--- src/rtl/dac_sc1.sv ---
// Streaming Intel-HEX loader: parses one ASCII character per enabled clock and
// issues a byte write (AB/DB with active-low WE) for each data byte of a type-00 record.
module dac_sc1 (
  input  logic        CLK,
  input  logic        CLR,
  input  logic        EN,
  input  logic [7:0]  DI,
  output logic [15:0] AB,
  output logic [7:0]  DB,
  output logic        WE,
  output logic        ERR
);

  localparam int unsigned AW = 16;
  localparam int unsigned DW = 8;
  localparam int unsigned NW = 4;

  localparam logic [2:0] S_IDLE = 3'd0;
  localparam logic [2:0] S_LEN  = 3'd1;
  localparam logic [2:0] S_ADDR = 3'd2;
  localparam logic [2:0] S_TYPE = 3'd3;
  localparam logic [2:0] S_DATA = 3'd4;
  localparam logic [2:0] S_CHK  = 3'd5;
  localparam logic [2:0] S_DONE = 3'd6;

  logic [2:0]    state_q, state_d;
  logic [NW-1:0] hi_q, hi_d;
  logic          dig_q, dig_d;
  logic [DW-1:0] bcnt_q, bcnt_d;
  logic [DW-1:0] len_q, len_d;
  logic [AW-1:0] base_q, base_d;
  logic [DW-1:0] type_q, type_d;
  logic [DW-1:0] sum_q, sum_d;
  logic [AW-1:0] ab_q, ab_d;
  logic [DW-1:0] db_q, db_d;
  logic          we_q, we_d;
  logic          err_q, err_d;

  logic          is_hex_c;
  logic [NW-1:0] nib_c;
  logic [DW-1:0] byte_c;
  logic [DW-1:0] sum_c;

  // ASCII hex digit decode (upper and lower case)
  always_comb begin
    is_hex_c = 1'b1;
    nib_c    = '0;
    if (DI >= 8'h30 && DI <= 8'h39)      nib_c = NW'(DI - 8'h30);
    else if (DI >= 8'h41 && DI <= 8'h46) nib_c = NW'(DI - 8'h37);
    else if (DI >= 8'h61 && DI <= 8'h66) nib_c = NW'(DI - 8'h57);
    else                                 is_hex_c = 1'b0;
  end

  assign byte_c = {hi_q, nib_c};
  assign sum_c  = DW'(sum_q + byte_c);

  always_comb begin
    state_d = state_q;
    hi_d    = hi_q;
    dig_d   = dig_q;
    bcnt_d  = bcnt_q;
    len_d   = len_q;
    base_d  = base_q;
    type_d  = type_q;
    sum_d   = sum_q;
    ab_d    = ab_q;
    db_d    = db_q;
    we_d    = 1'b1;
    err_d   = err_q;
    if (EN) begin
      if (state_q == S_IDLE) begin
        if (DI == 8'h3A) begin
          state_d = S_LEN;
          sum_d   = '0;
          dig_d   = 1'b0;
          bcnt_d  = '0;
        end
      end else if (state_q != S_DONE) begin
        if (!is_hex_c) begin
          // a stray character (':' included) abandons the record
          err_d   = 1'b1;
          state_d = S_IDLE;
        end else if (!dig_q) begin
          hi_d  = nib_c;
          dig_d = 1'b1;
        end else begin
          dig_d = 1'b0;
          sum_d = sum_c;
          case (state_q)
            S_LEN: begin
              len_d   = byte_c;
              bcnt_d  = '0;
              state_d = S_ADDR;
            end
            S_ADDR: begin
              if (!bcnt_q[0]) begin
                base_d[15:8] = byte_c;
                bcnt_d       = DW'(1);
              end else begin
                base_d[7:0] = byte_c;
                state_d     = S_TYPE;
              end
            end
            S_TYPE: begin
              type_d  = byte_c;
              bcnt_d  = '0;
              state_d = (len_q == '0) ? S_CHK : S_DATA;
            end
            S_DATA: begin
              // writes go out as bytes arrive, before the checksum is known
              if (type_q == '0) begin
                ab_d = AW'(base_q + AW'(bcnt_q));
                db_d = byte_c;
                we_d = 1'b0;
              end
              bcnt_d = DW'(bcnt_q + DW'(1));
              if (bcnt_d == len_q) state_d = S_CHK;
            end
            S_CHK: begin
              if (sum_c != '0) begin
                err_d   = 1'b1;
                state_d = S_IDLE;
              end else if (type_q == DW'(1)) begin
                state_d = S_DONE;
              end else begin
                state_d = S_IDLE;
              end
            end
            default: state_d = S_IDLE;
          endcase
        end
      end
    end
  end

  always_ff @(posedge CLK or negedge CLR) begin
    if (!CLR) begin
      state_q <= S_IDLE;
      hi_q    <= '0;
      dig_q   <= 1'b0;
      bcnt_q  <= '0;
      len_q   <= '0;
      base_q  <= '0;
      type_q  <= '0;
      sum_q   <= '0;
      ab_q    <= '0;
      db_q    <= '0;
      we_q    <= 1'b1;
      err_q   <= 1'b0;
    end else begin
      state_q <= state_d;
      hi_q    <= hi_d;
      dig_q   <= dig_d;
      bcnt_q  <= bcnt_d;
      len_q   <= len_d;
      base_q  <= base_d;
      type_q  <= type_d;
      sum_q   <= sum_d;
      ab_q    <= ab_d;
      db_q    <= db_d;
      we_q    <= we_d;
      err_q   <= err_d;
    end
  end

  assign AB  = ab_q;
  assign DB  = db_q;
  assign WE  = we_q;
  assign ERR = err_q;

endmodule

--- config.mk ---
export PLATFORM = sky130hd
export DESIGN_NAME = dac_sc1
export DESIGN_NICKNAME = d
export VERILOG_FILES = /design/src/rtl/dac_sc1.sv
export SDC_FILE = /design/constraint.sdc
export NUM_CORES = 1
export LEC_CHECK = 0
export ABC_CLOCK_PERIOD_IN_PS = 2800
export BUFFER_PORTS_ARGS = -buffer_cell sky130_fd_sc_hd__buf_2
export CELL_PAD_IN_SITES_DETAIL_PLACEMENT = 1
export CELL_PAD_IN_SITES_GLOBAL_PLACEMENT = 1
export CORE_MARGIN = 3
export CORE_UTILIZATION = 25
export DETAILED_ROUTE_END_ITERATION = 10
export MAX_ROUTING_LAYER = met4
export PLACE_DENSITY_LB_ADDON = 0.2
export SKIP_LAST_GASP = 1
export SYNTH_ARGS = -nofsm -noshare
export SYNTH_HDL_FRONTEND = slang
export SYNTH_SLANG_ARGS = --single-unit
--- constraint.sdc ---
create_clock -name CLK -period 2.8 [get_ports CLK]
set_clock_uncertainty 0.15 [all_clocks]
set_input_delay 0.42 -clock CLK [delete_from_list [all_inputs] [get_ports CLK]]
set_output_delay 0.42 -clock CLK [all_outputs]
set_load 0.02 [all_outputs]
### Yosys cells after proc, flatten, opt, wreduce, memory -nomap -nowiden

Index checks and enable logic that the tools add are counted.
Widths: inputs -> output; s select.

* bitwise logic cells: 3
* mux-type cells: 44
* equality and inequality tests: 17
* order comparisons: 6
* add/sub/neg operators: 6
* reduce and logical (&&, ||, !) cells: 24

Operator list (number)
* $mux 8: 10
* $reduce_and 6->1: 5
* $reduce_and 7->1: 4
* $mux 3: 9
* $pmux 8 s3: 1
* $mux 1: 20
* $add 16x8->16: 1
* $ge 8x7->1 const B: 2
* $le 8x7->1 const B: 2
* $logic_not 8->1: 2
* $pmux 3 s5: 1
* $mux 4: 3
* $reduce_and 5->1: 2
* $add 8x1->8 const B: 1
* $add 8x8->8: 1
* $eq 8x1->1 const B: 1
* $eq 8x6->1 const B: 1
* $eq 8x8->1: 1
* $ge 8x6->1 const B: 1
* $le 8x6->1 const B: 1
* $ne 4x4->1 const B: 2
* $reduce_bool 8->1: 1
* $sub 4x3->4 const B: 2
* $eq 3x2->1 const B: 2
* 14 further kinds: 24

* register bits: 82
* output and inout bits: 26
* bits of input ports: 11
* word-level logic and storage cells: 114

### Longest topological paths before layout

* depth in word-level cells: 13
* depth in mapped cells: 16
* gate-level depth less buffers: 16

### Least setup slack after synthesis

OpenSTA, ideal clock, no wires.

* path kind: input port to flip-flop
* start: in DI[7]
* end: reg err_q, in the netlist ERR
* arrival time: 3233 ps
* path buffers: 0
* setup time: 133 ps
* stages: 11
* setup slack: -716 ps
* required time: 2517 ps
* cell sequence: or4b_1 a311oi_2 a22oi_1 fa_1 nand2b_1 a21oi_1 nor4_1 a211oi_1 nor4bb_1 o21a_1 o21bai_1

* cells in the longest elaborated chain, start to end: 9

RTL lines
* start: declaration: line 7 `input logic [7:0] DI,`
* $ge 8x7->1 / $le 8x7->1 (equally long branches): line 50 `else if (DI >= 8'h61 && DI <= 8'h66) nib_c = NW'(DI - 8'h57);`
* $logic_and 1x1->1: line 50
* $mux 4: line 50
* $mux 4: line 49 `else if (DI >= 8'h41 && DI <= 8'h46) nib_c = NW'(DI - 8'h37);`
* $mux 4: line 48 `if (DI >= 8'h30 && DI <= 8'h39) nib_c = NW'(DI - 8'h30);`
* $add 8x8->8: line 55 `assign sum_c = DW'(sum_q + byte_c);`
* $reduce_bool 8->1: line 120 `if (sum_c != '0) begin`
* $ne 2x1->1 (no source line)
* $reduce_and 6->1 (no source line)
* end signal: assignment: line 162 `err_q <= err_d;`
* end: declaration: line 37 `logic err_q, err_d;`

Parallel ways exist; a longest one is shown, timed or not.
A chain may end at the register's enable or synchronous reset.

### Worst setup path in the final report

* start: in DI[7]
* end: reg state_q[1]

* cells in the longest elaborated chain, start to end: 13

RTL lines
* $ge 8x7->1 / $le 8x7->1 (equally long branches): line 50
* $logic_and 1x1->1: line 50
* $mux 4: line 50
* $mux 4: line 49
* $mux 4: line 48
* $add 8x8->8: line 55
* $reduce_bool 8->1: line 120
* $mux 3: line 120
* $pmux 3 s5: line 89 `case (state_q)`
* $mux 3: line 83 `end else if (!dig_q) begin`
* $mux 3: line 79 `if (!is_hex_c) begin`
* $mux 3: line 78 `end else if (state_q != S_DONE) begin`
* $mux 3: line 71 `if (state_q == S_IDLE) begin`
* end signal: assignment: line 151 `state_q <= state_d;`
* end: declaration: line 26 `logic [2:0] state_q, state_d;`

Parallel ways exist; a longest one is shown, timed or not. The select of a mux whose other input is x is not followed.

==> out/metrics.cfg <==
[status]
status=finished, violations left
violations=setup timing

[clock_network]
clk_latency_ps=340
cts_buffers=9
ctsRootBufferMaster=clkbuf_16
clk_pin_slew_ps=60
cts_tree=built
clock_path_buffers=2
cts.sinks=82
htreeDepth=3

[yosys]
syn_area_um2=4600
synth-seq-cells=82
yosysWarnings=0
synth_edf_count=0
avgSynthCellArea_um2=9.51
ys_types=58
syn_inst=484
async_flop_share_pct=100
yosysSeqAreaShare_pct=44.6
ys.flop_type=dfrtp_1
syn_nets=517

[power]
clockPowerShare_pct=39.1
seqPwrFrac_pct=43.5
p_leak_nw=2.77
p_switching_w=0.000826
p_int_w=0.00206
ir_drop_mv=0.268
p_per_area_nw_per_um2=479
swShare_pct=28.6
combPwrFrac_pct=17.3

[setup_path]
critPathLaunch=DI[7]
rrSetupSlack_ps=210
regToRegEndpoint=state_q[0]
critical_path_class=in2reg
reg2regPathDepth=8
r2r_start=bcnt_q[0]
crit_path_start_kind=input port
critPathMaxFanout=3
critPathRequiredTime_ps=2910
endpoint=state_q[1]
worstPathArrival_ps=3160
cp-end-kind=flop

[floorplan]
core_area_um2=17700
die_y_um=142
row_count=48
pin_count=37
design.die.area_um2=20100
die_w_um=142
start_util_pct=26.1

[placed_design]
io_buffers=36
routabilityCongestion=0.773
dpl.hpwl_um=9680
pre_cts_ws_ps=-702
placed_cells=780
place_area_um2=5520

[grt]
antenna_found_initial=0
grt_usage_pct=13.9
grt_pass1_wl_um=21600
grt-ovfl-total=0
grt_pass1_vias=4165
grt_max_degree=68

[cells_and_area]
final_cell_mix=dfrtp_1 (81), buf_4 (56), nand2_1 (45)
area_growth_syn_to_layout_pct=31.0
multi_input_area_um2=2660
fillCellCount=2024
design_area_um2=6030
seq_area_um2=2050
drive_gt1_share_pct=27.1
fin_nets=603
diodes=0
final_common_cell=dfrtp_1
layout.cells.non_filler=800

[timing]
finalWorstSetupSlack_ps=-249
rsz0062_at_grt=yes
tns_ps=-685
setup_viol=3
period_minus_slack_ps=3050
worstMarginPinSlew_ps=463
slew_violations=0
finalCritPeriodShare_pct=109
hold_viol=0
max_freq_ghz=0.328
slew_headroom_pct=68.8

[detailed_routing]
vias_per_cell=4.87
drt_iter0_drc=133
wl_um=13000
wl_per_cell_um=16.3
drtPass1Iterations=4
route.detailed.drc=0
ant_nets=0
routed-via-count=3898

[run]
cap_violations=0

[worst_hold_path]
min_path_type=in2reg
hold_depth=4

[cells in the mapped netlist (8+ instances only)]
cell type	n	share of area (%)
dfrtp_1	81	44
nand2_1	45	3.7
nor2_1	39	3.2
a21oi_1	33	3.6
o21ai_1	33	3.6
o21ai_0	22	2.4
ha_1	20	5.4
mux2_1	20	4.9
inv_1	18	1.5
xnor2_1	18	3.4
clkbuf_1	12	0.98
nor3_1	11	1.2
nand3_1	10	1.1
xor2_1	10	1.9
o31ai_1	9	1.5
buf_2	8	0.87
[cell families after synthesis]
family,Yosys count,synth area share (%)
buffers and inverters,38,3.32
XOR/XNOR,28,5.33
AND/OR/NAND/NOR,159,17.5
AO/OA/AOI/OAI,134,17.8
flip-flops,82,44.6
adder cells (fa/ha/maj),22,6.31
multiplexers,21,5.14
[how the worst min path moves through the flow]
stage | from | slack [ps] | end
4_1_cts | EN | 310 | state_q[0]
2_1_floorplan | CLR | -30 | AB[0]
3_5_place_dp | CLR | 160 | bcnt_q[6]
3_3_place_gp | CLR | 160 | bcnt_q[5]
6_report | EN | 320 | state_q[0]
5_1_grt | EN | 350 | state_q[0]
[worst max-delay path: stages]
cell      delay [ps]
buf_6             90
or4b_4           570
a311oi_4         330
a22oi_2          140
fa_2             360
nand2b_4         160
a21oi_4          150
nor4_2            60
a211oi_2         200
nor4bb_4         400
a22oi_1          110
o21ai_1          170
[what timing repair did]
action,CTS,global route
endpoints found under the setup margin,3,5
buffers inserted,3,0
gates cloned,0,0
resized for setup,14,21
hold endpoints to repair,15,0
hold buffers,1,0
pin swaps,6,10
[flip-flops by register name, indices dropped and copies added (netlist names)]
name and count:
state_q 3, base_q 16, bcnt_q 8, ERR 1, type_q 8, DB 8
WE 1, hi_q 4, sum_q 8, dig_q 1, AB 16, len_q 8
[power groups by stage]
stage | Clock, W | Sequential [W] | Combinational [W]
5_1_grt | 0.00122 | 0.00126 | 0.000553
3_3_place_gp | 0 | 0.00128 | 0.000461
6_report | 0.00113 | 0.00126 | 0.000501
2_1_floorplan | 0 | 0.00128 | 0.000242
3_5_place_dp | 0 | 0.00128 | 0.000469
4_1_cts | 0.00118 | 0.00126 | 0.000491
[stage by stage]
stage	hold WS (ps)	total power, W	utilization, %
floorplan	-25.6	0.00152	-
global placement	161	0.00174	31.3
detailed placement	165	0.00175	31.3
CTS	311	0.00293	33.4
global route	353	0.00304	34.1
finish	321	0.00289	34.1
[layout make-up]
type                       count  area share (%)
tap                          225            4.67
inverter                      18            1.12
timing repair buffer          95            11.3
clock buffer                  11            4.03
sequential                    82            34.1
clock inverter                 5           0.644
multi-input combinational    364            44.2
[layer usage]
metal	global-route usage, %	share of wire [%]	vias to the layer above
li1	-	-	1891
met1	17.5	47	1942
met2	22.5	49	50
met3	2.60	3.0	15
met4	4.80	1.8	0
met5	-	0	-
Note: power is estimated with default switching activity, not from simulation.
